### src/rtl/ysyx_25020047_ifu.sv
// ysyx_25020047_ifu: single-outstanding instruction fetch FSM (IDLE/REQ/WAIT/DRAIN/HOLD).
// Define YSYX_25020047_IFU_TIMEOUT_EN to build the WAIT/DRAIN watchdog limited by TIMEOUT_CYCLES.
module ysyx_25020047_ifu #(
  parameter int TIMEOUT_CYCLES = 255
) (
  input  logic        clk,
  input  logic        rst,
  input  logic [31:0] pc,
  input  logic        fetch_en,
  input  logic        flush,
  output logic        imem_req_valid,
  input  logic        imem_req_ready,
  output logic [31:0] imem_req_addr,
  input  logic        imem_rsp_valid,
  input  logic [31:0] imem_rsp_data,
  input  logic        imem_rsp_err,
  output logic        inst_valid,
  input  logic        inst_ready,
  output logic [31:0] inst,
  output logic [31:0] inst_pc,
  output logic        fetch_err,
  output logic        timeout
);
  typedef enum logic [2:0] {IDLE, REQ, WAIT, DRAIN, HOLD} state_t;
  state_t state, state_d;
  logic [31:0] addr_q;
  logic take, ld_rsp, to_hit;
  if (TIMEOUT_CYCLES < 1 || TIMEOUT_CYCLES > 255) begin : g_range
    $error("TIMEOUT_CYCLES must be within 1..255");
  end
  assign take = state == IDLE && fetch_en && !flush;
  assign imem_req_valid = state == REQ;
  assign imem_req_addr = addr_q;
  assign inst_valid = state == HOLD;
`ifdef YSYX_25020047_IFU_TIMEOUT_EN
  logic [7:0] cnt;
  // A flush in WAIT wins over an expiring watchdog; DRAIN ignores flush.
  assign to_hit = !imem_rsp_valid && cnt == 8'(TIMEOUT_CYCLES - 1) &&
                  (state == DRAIN || (state == WAIT && !flush));
  always_ff @(posedge clk) begin
    if (rst) begin
      cnt <= '0;
      timeout <= 1'b0;
    end else begin
      timeout <= to_hit;
      cnt <= (state_d != state && (state_d == WAIT || state_d == DRAIN)) ? 8'd0 :
             ((state == WAIT || state == DRAIN) && !imem_rsp_valid) ? cnt + 8'd1 : cnt;
    end
  end
`else
  assign to_hit = 1'b0;
  assign timeout = 1'b0;
`endif
  always_comb begin
    state_d = state;
    ld_rsp = 1'b0;
    case (state)
      IDLE: state_d = !take ? IDLE : |pc[1:0] ? HOLD : REQ;
      REQ: state_d = flush ? IDLE : imem_req_ready ? WAIT : REQ;
      WAIT: begin
        state_d = flush ? (imem_rsp_valid ? IDLE : DRAIN) : (imem_rsp_valid || to_hit) ? HOLD : WAIT;
        ld_rsp = !flush && imem_rsp_valid;
      end
      DRAIN: state_d = (imem_rsp_valid || to_hit) ? IDLE : DRAIN;
      HOLD: state_d = (flush || inst_ready) ? IDLE : HOLD;
      default: state_d = IDLE;
    endcase
  end
  always_ff @(posedge clk) begin
    if (rst) begin
      state <= IDLE;
      addr_q <= '0;
      inst <= '0;
      inst_pc <= '0;
      fetch_err <= 1'b0;
    end else begin
      state <= state_d;
      if (take) addr_q <= pc;
      if (take && |pc[1:0]) begin
        inst <= '0;
        inst_pc <= pc;
        fetch_err <= 1'b1;
      end
      if (ld_rsp) begin
        inst <= imem_rsp_data;
        inst_pc <= addr_q;
        fetch_err <= imem_rsp_err;
      end
      if (to_hit && state == WAIT) begin
        inst <= '0;
        inst_pc <= addr_q;
        fetch_err <= 1'b1;
      end
    end
  end
endmodule

### config.mk
export PLATFORM = sky130hd
export DESIGN_NAME = ysyx_25020047_ifu
export DESIGN_NICKNAME = d
export VERILOG_FILES = /design/src/rtl/ysyx_25020047_ifu.sv
export SDC_FILE = /design/constraint.sdc
export NUM_CORES = 1
export LEC_CHECK = 0
export ABC_CLOCK_PERIOD_IN_PS = 1600
export BUFFER_PORTS_ARGS = -buffer_cell sky130_fd_sc_hd__buf_2
export CAP_MARGIN = 20
export CORE_ASPECT_RATIO = 0.8
export CORE_MARGIN = 3
export CORE_UTILIZATION = 43
export DETAILED_ROUTE_END_ITERATION = 7
export PLACE_DENSITY = 0.76
export SLEW_MARGIN = 5
export SYNTH_ARGS = -nofsm -noshare
export SYNTH_HDL_FRONTEND = slang
export SYNTH_SLANG_ARGS = --single-unit
### constraint.sdc
create_clock -name clk -period 1.6 [get_ports clk]
set_clock_uncertainty 0.2 [all_clocks]
set_input_delay 0.32 -clock clk [delete_from_list [all_inputs] [get_ports clk]]
set_output_delay 0.32 -clock clk [all_outputs]
set_load 0.05 [all_outputs]
==> impl_metrics.env, run 1 <==
export IMPL_slowest_delay_ns=0.37
export IMPL_synth_most_common_cell="nand2_1"
export IMPL_met1_usage_pct=26.4
export IMPL_antenna_left=0
export IMPL_period_share_pct=112
export IMPL_overflow=0
export IMPL_rr_worst_depth=5
export IMPL_met3_usage_pct=6.05
export IMPL_synthesis_instances=491
export IMPL_vdd_drop_max_mv=0.827
export IMPL_pwr_density_cell_mw_per_mm2=917
export IMPL_grt_use_met2_pct=36.1
export IMPL_path_clk_slew_ns=0.07
export IMPL_rsz0062_at_grt="yes"
export IMPL_cts_path_max_buffers=2
export IMPL_cts_hold_buf=0
export IMPL_fin_cells=806
export IMPL_drt_iter0_drc=408
export IMPL_timing_final_ws_setup_ns=-0.199
export IMPL_run_status="finished with violations"
export IMPL_hpwl_mm=8.39
export IMPL_dieArea_mm2=0.0108
export IMPL_drv_slew=0
export IMPL_yosysTopAreaCell="dfxtp_1"
export IMPL_regArea_mm2=0.00201
export IMPL_synth_commonest_cells="nand2_1 (131), dfxtp_1 (100), a21oi_1 (64)"
export IMPL_crit_chain="nor4b_4 -> and2_4 -> a21oi_4 -> clkbuf_16 -> a221oi_2"
export IMPL_synth_top_area_share_pct=48.4
export IMPL_cts_buffers=9
export IMPL_start_kind="flip-flop"
export IMPL_worstPathArrival_ns=1.85
export IMPL_ys_seq_area_share_pct=48.4
export IMPL_crit_type="flip-flop to flip-flop"
export IMPL_min_path_type="input port to flip-flop"
export IMPL_wire_per_inst_um=18.6
export IMPL_required_ns=1.65
export IMPL_grt_pass1_vias=3902
export IMPL_end_kind="flip-flop"
export IMPL_grt_max_degree=40
export IMPL_drive_above_1_share_pct=59.5
export IMPL_gp_congestion=0.810
export IMPL_vias_per_cell=5.64
export IMPL_whs_path_depth=3
export IMPL_core_mm2=0.00919
export IMPL_clkSinkCount=100
export IMPL_die_y_um=93.7
export IMPL_fp_row_count=31
export IMPL_drc=0
export IMPL_htreeDepth=3
export IMPL_worst_path_max_fanout=6
export IMPL_antenna_found_initial=1
export IMPL_synth_area_top_cells="dfxtp_1 (48%), nand2_1 (12%), a221oi_2 (11%)"
export IMPL_cp_slowest_cell="dfxtp_4"
export IMPL_routed_via_count=4546
export IMPL_nNetsFinal=758
export IMPL_synth_async_reset_ratio_pct=0
export IMPL_fmax_ghz=0.556
export IMPL_violations="setup timing"
export IMPL_io_buffer_count=170
export IMPL_io_pins=172
export IMPL_p_leak_nw=2.98
export IMPL_syn_area_per_cell_um2=8.43
export IMPL_cts_tree="yes"
export IMPL_syn_area_mm2=0.00414
export IMPL_die_w_um=116
export IMPL_multiInputGateArea_mm2=0.00246
export IMPL_synth_cell_types=31
export IMPL_initial_core_util_pct=45.0
export IMPL_clockRootBuffer="clkbuf_16"
export IMPL_post_place_cells=759
export IMPL_insertedDiodeCount=0
export IMPL_routed_wl_mm=15.0
export IMPL_setup_viol=101
export IMPL_dr_pass1_iters=5
export IMPL_maxCapViolCount=0
export IMPL_ys_warn_count=0
export IMPL_period_minus_slack_ns=1.80
export IMPL_insertion_delay_ns=0.34
export IMPL_grt_usage_pct=21.4
export IMPL_synth_nets=563
export IMPL_nFillCells=642
export IMPL_place_ws_ns=-0.205
export IMPL_syn2layout_area_growth_pct=66.9
export IMPL_ys_seq_elements=100
export IMPL_synth_edff_count=0
export IMPL_hold_viol_final=0
export IMPL_gr_max_usage_layer="met2"
export IMPL_synth_top_flop_cell="dfxtp_1"
export IMPL_grt_first_pass_wirelength_mm=18.7
## path summary, 6_finish.rpt
path	from	slack, ns	endpoint
max	state[2]	-0.20	inst_pc[7]
max reg2reg	state[2]	-0.20	inst_pc[7]
min reg2reg	inst_pc[26]	0.27	inst_pc[26]
min	imem_rsp_data[15]	0.02	inst[15]
## where the power goes
group	switching, W	internal (W)	leakage (nW)
logic	0.000847	0.000466	2.02
clock network	0.000979	0.00138	0.152
registers	0.0000716	0.00259	0.816
## per-layer routing
layer	vias to the layer above	wire, um
met5	-	13
met4	2	301
met3	30	1150
met2	235	7450
met1	2210	6110
li1	2069	-
## logic make-up (layout without fill, tap and decap cells)
logic type | after synthesis | count (layout) | synth area share [%]
other cells | 1 | 1 | 0.0906
simple gates | 178 | 178 | 18.5
flops | 100 | 100 | 48.4
compound gates | 135 | 135 | 24.2
buf+inv | 77 | 277 | 8.80
## metrics by stage
stage	utilization [%]	cell area [um2]	TNS (ns)	hold slack [ns]	total power, W
after detailed placement	57.8	5320	-12.59	0.252	0.00373
after global placement	57.8	5320	-7.49	0.244	0.00371
after floorplan	-	4170	-1.58	0.256	0.00339
final	75.1	6900	-12.58	0.0151	0.00633
after global routing	75.1	6900	-19.89	0.00139	0.00654
after CTS	64.3	5910	-7.79	0.00322	0.00614
## critical path, delay by kind of cell (launching register included)
kind,cells,cell delay [ns]
DFF,1,0.37
AOI/OAI and AO/OA,2,0.36
buffers and inverters,1,0.20
and+or+nand+nor,2,0.57
## cell type report
| type | instances | area share (%) |
|---|---|---|
| repair buffers | 227 | 26.6 |
| clock inverters | 7 | 1.41 |
| clock buffers | 9 | 3.26 |
| multi-input cells | 314 | 35.7 |
| inverters | 34 | 1.85 |
| well taps | 115 | 2.08 |
| flip-flops and latches | 100 | 29.2 |
## registers in the layout, indices dropped and copies added (netlist names)
signal	cells
state	3
inst	32
imem_req_addr	32
fetch_err	1
inst_pc	32
## placed cells by master, fill, tap and decap left out, types with 9 or more instances in the layout
cell         n
nand2_1     90
a21oi_2     43
nand3_1     18
o21ai_1      9
a21oi_1     21
o21ai_2     21
clkbuf_16   21
buf_12      18
a221oi_2    31
nand2_2     11
buf_2      167
dfxtp_1     97
nand3_2     14
buf_6       14
buf_4       13
inv_1       34
nand2_4     28
## repair_timing
item | CTS | global route
endpoints found under the setup margin | 101 | 101
buffers inserted | 6 | 4
gates resized for setup | 39 | 148
cloned | 3 | 18
pin swaps | 19 | 73
(Power assumes the default switching activity.)
==> run 2, diff against run 1 <==
- CORE_UTILIZATION: 43 -> 45
- CTS_BUF_LIST: default -> sky130_fd_sc_hd__clkbuf_8
- PLACE_DENSITY: 0.76 -> 0.82
==> impl_metrics.env, run 2 (synthesis gave the netlist of run 1 again) <==
export IMPL_vdd_drop_max_mv=0.535
export IMPL_nNetsFinal=781
export IMPL_cts_path_max_buffers=2
export IMPL_maxCapViolCount=0
export IMPL_htreeDepth=3
export IMPL_final_cell_mix="buf_2 (164), dfxtp_1 (97), nand2_1 (75)"
export IMPL_clockRootBuffer="clkbuf_8"
export IMPL_wire_per_inst_um=19.4
export IMPL_reg2reg_slack_ns=-0.25
export IMPL_cts_buffers=9
export IMPL_drive_above_1_share_pct=54.1
export IMPL_layout_commonest_cell="buf_2"
export IMPL_initial_core_util_pct=47.5
export IMPL_fin_hold_ws_ns=0.00128
export IMPL_dieArea_mm2=0.0104
export IMPL_insertion_delay_ns=0.36
export IMPL_routed_via_count=4659
export IMPL_run_status="finished with violations"
export IMPL_io_buffer_count=170
export IMPL_rsz0062_at_grt="yes"
export IMPL_vias_per_cell=5.65
export IMPL_clkSinkCount=100
export IMPL_routed_wl_mm=16.0
export IMPL_drc=0
export IMPL_antenna_left=0
export IMPL_grt_pass1_vias=4463
export IMPL_drv_slew=0
export IMPL_start_kind="flip-flop"
export IMPL_finalPower_w=0.00589
export IMPL_grt_usage_pct=26.5
export IMPL_drt_iter0_drc=384
export IMPL_grt_first_pass_wirelength_mm=22.3
export IMPL_die_w_um=113
export IMPL_nFillCells=555
export IMPL_end_kind="flip-flop"
export IMPL_core_mm2=0.00871
export IMPL_overflow=0
export IMPL_worstPathArrival_ns=1.88
export IMPL_required_ns=1.63
export IMPL_period_share_pct=115
export IMPL_antenna_found_initial=1
export IMPL_setup_viol=99
export IMPL_syn2layout_area_growth_pct=64.6
export IMPL_fin_cells=825
export IMPL_timing_final_ws_setup_ns=-0.246
export IMPL_pwr_density_cell_mw_per_mm2=865
export IMPL_path_clk_slew_ns=0.09
export IMPL_period_minus_slack_ns=1.85
export IMPL_gp_congestion=0.792
export IMPL_fmax_ghz=0.542
export IMPL_post_place_cells=762
export IMPL_worst_path_max_fanout=42
export IMPL_die_y_um=91.8
export IMPL_hold_viol_final=0
export IMPL_cts_tree="yes"
export IMPL_fp_row_count=30
export IMPL_min_path_type="input port to flip-flop"
export IMPL_dr_pass1_iters=5
export IMPL_grt_max_degree=43
export IMPL_violations="setup timing"
export IMPL_crit_type="flip-flop to flip-flop"
export IMPL_p_leak_nw=3.02
export IMPL_hpwl_mm=8.64
export IMPL_io_pins=172
[run 2: final timing paths]
| kind | from | endpoint | depth (start not counted) |
|---|---|---|---|
| max | state[0] | inst_pc[5] | 5 |
| min | pc[22] | imem_req_addr[22] | 3 |
| max reg2reg | state[0] | inst_pc[5] | 5 |
| min reg2reg | inst_pc[20] | inst_pc[20] | 2 |
[run 2: power breakdown]
| group | switching (W) | leakage, nW | total [W] | internal (W) |
|---|---|---|---|---|
| clock | 0.000867 | 0.118 | 0.00194 | 0.00107 |
| combinational | 0.000846 | 2.09 | 0.00130 | 0.000450 |
| sequential | 0.0000735 | 0.816 | 0.00266 | 0.00259 |
| total | 0.00179 | 3.02 | 0.00589 | 0.00411 |
[run 2: worst max-delay path, cell delays in order (launching register included)]
cell and delay [ns]:
dfxtp_4 0.38, nor4_4 0.37, nand2_2 0.15, buf_12 0.20, o21ai_1 0.29, a221oi_2 0.11
[run 2: cell type report]
type | instances | area (um2) | share of cell area (%)
Multi-Input combinational cell | 314 | 2380 | 35.0
Sequential cell | 100 | 2010 | 29.6
Timing Repair Buffer | 250 | 1910 | 28.0
Tap cell | 112 | 140 | 2.06
Clock buffer | 10 | 138 | 2.02
Inverter | 34 | 128 | 1.87
Clock inverter | 4 | 98.8 | 1.45
Antenna cell | 1 | 2.50 | 0.0367
[run 2: layer usage]
layer / wire length [um] / vias to the layer above / GRT usage (%)
met5: 0 / - / 0
met4: 703 / 0 / 10.8
met3: 1190 / 56 / 6.27
met2: 8240 / 268 / 46.7
met1: 5880 / 2237 / 31.0
li1: - / 2098 / -
[run 2: timing repair]
action	4_1_cts	5_1_grt
gates cloned	7	1
hold buffers	28	2
resized for setup	81	110
setup buffers	9	4
setup endpoints to repair	101	103
hold endpoints to repair	28	2
pin swaps	31	82
[run 2: through the flow]
stage                     util [%]  TNS (ns)  setup slack [ns]  instance area (um2)
after global placement        61.0     -5.12            -0.114                 5310
after global routing          78.2    -19.19            -0.341                 6810
after detailed placement      61.0    -10.12            -0.191                 5310
after CTS                     73.3    -10.07            -0.195                 6390
after floorplan                  -     -1.58           -0.0643                 4170
final                         78.2    -12.38            -0.246                 6810
==> run 3, diff against run 2 <==
- CORE_UTILIZATION: 45 -> 31
- PLACE_DENSITY: 0.82 -> 0.61
==> impl_metrics.env, run 3 (synthesis gave the netlist of run 1 again) <==
export IMPL_maxCapViolCount=0
export IMPL_die_y_um=109
export IMPL_final_cell_mix="buf_2 (141), dfxtp_1 (95), dlygate4sd3_1 (64)"
export IMPL_period_share_pct=117
export IMPL_dieArea_mm2=0.0148
export IMPL_routed_via_count=4631
export IMPL_setup_viol=101
export IMPL_wire_per_inst_um=17.2
export IMPL_cts_path_max_buffers=2
export IMPL_overflow=0
export IMPL_worst_path_max_fanout=5
export IMPL_finalPower_w=0.00583
export IMPL_fmax_ghz=0.533
export IMPL_die_w_um=135
export IMPL_grt_usage_pct=20.1
export IMPL_io_buffer_count=170
export IMPL_crit_chain="buf_6 -> nor4b_4 -> and2_4 -> buf_12 -> clkbuf_16 -> nand2_1 -> a221oi_2"
export IMPL_vias_per_cell=4.95
export IMPL_cp_slowest_cell="dfxtp_4"
export IMPL_required_ns=1.70
export IMPL_post_place_cells=825
export IMPL_period_minus_slack_ns=1.87
export IMPL_fp_row_count=37
export IMPL_p_leak_nw=3.36
export IMPL_layout_commonest_cell="buf_2"
export IMPL_rsz0062_at_grt="yes"
export IMPL_insertion_delay_ns=0.38
export IMPL_routed_wl_mm=16.1
export IMPL_grt_first_pass_wirelength_mm=23.2
export IMPL_cts_tree="yes"
export IMPL_dr_pass1_iters=4
export IMPL_core_mm2=0.0130
export IMPL_run_status="finished with violations"
export IMPL_fin_cells=935
export IMPL_cts_buffers=9
export IMPL_end_kind="flip-flop"
export IMPL_nFillCells=1093
export IMPL_antenna_found_initial=0
export IMPL_start_kind="flip-flop"
export IMPL_final_core_util_pct=59.6
export IMPL_htreeDepth=3
export IMPL_crit_type="flip-flop to flip-flop"
export IMPL_pwr_density_cell_mw_per_mm2=755
export IMPL_vdd_drop_max_mv=0.481
export IMPL_drc=0
export IMPL_antenna_left=0
export IMPL_drv_slew=0
export IMPL_drt_iter0_drc=142
export IMPL_min_path_type="input port to flip-flop"
export IMPL_syn2layout_area_growth_pct=86.6
export IMPL_grt_pass1_vias=4636
export IMPL_hold_viol_final=0
export IMPL_initial_core_util_pct=31.9
export IMPL_violations="setup timing"
export IMPL_worstPathArrival_ns=1.97
export IMPL_clkSinkCount=100
export IMPL_hpwl_mm=9.01
export IMPL_slowest_delay_ns=0.36
export IMPL_clockRootBuffer="clkbuf_8"
export IMPL_grt_max_degree=35
export IMPL_nNetsFinal=827
export IMPL_io_pins=172
export IMPL_path_clk_slew_ns=0.09
export IMPL_drive_above_1_share_pct=57.4
export IMPL_gp_congestion=0.805
export IMPL_timing_final_ws_setup_ns=-0.275
## run 3: critical path: cells and delay by family (launching register included)
kind	cells	cell delay [ns]
compound gates	1	0.21
buf+inv	3	0.41
flops	1	0.36
simple gates	3	0.61
## run 3: through the flow
stage	area [um2]	setup TNS [ns]	setup WS [ns]	hold WS, ns
finish	7720	-18.64	-0.275	0.134
floorplan	4170	-1.58	-0.0643	0.256
global placement	5390	-7.66	-0.156	0.245
CTS	7100	-18.59	-0.301	0.000563
global route	7720	-25.93	-0.350	0.106
detailed placement	5390	-9.79	-0.204	0.248
## run 3: power by group
part | switching (W) | internal (W)
registers | 0.0000803 | 0.00259
logic | 0.000884 | 0.000576
clock network | 0.000862 | 0.000834
total | 0.00183 | 0.00400
## run 3: area by class of cell
cell class / count / area [um2] / area share, %
flip-flops and latches: 100 / 2010 / 26.1
well taps: 175 / 219 / 2.84
clock buffers: 12 / 165 / 2.14
clock inverters: 3 / 37.5 / 0.486
inverters: 34 / 128 / 1.65
multi-input cells: 314 / 2580 / 33.4
repair buffers: 296 / 2580 / 33.4
diodes: 1 / 2.50 / 0.0324
## run 3: final timing paths
| kind | start | to | slack, ns | cells after the start |
|---|---|---|---|---|
| worst min-delay path | pc[1] | imem_req_addr[1] | 0.13 | 4 |
| worst max-delay path | state[0] | inst_pc[7] | -0.27 | 7 |
| worst max register to register | state[0] | inst_pc[7] | -0.27 | 7 |
| worst min register to register | inst_pc[0] | inst_pc[0] | 0.26 | 2 |
## run 3: what timing repair did
| action | in CTS | in global routing |
|---|---|---|
| pin swaps | 45 | 111 |
| gates resized for setup | 116 | 183 |
| gates cloned | 12 | 4 |
| setup buffers | 17 | 8 |
| hold buffers | 63 | 1 |
| endpoints found under the setup margin | 96 | 119 |
| hold endpoints to repair | 63 | 1 |
## run 3: per-layer routing
metal	global-route usage (%)	routed length, um	up-vias
met5	0	0	-
met4	5.97	155	0
met3	6.36	949	17
met2	34.7	8170	155
met1	24.1	6850	2259
li1	-	-	2200
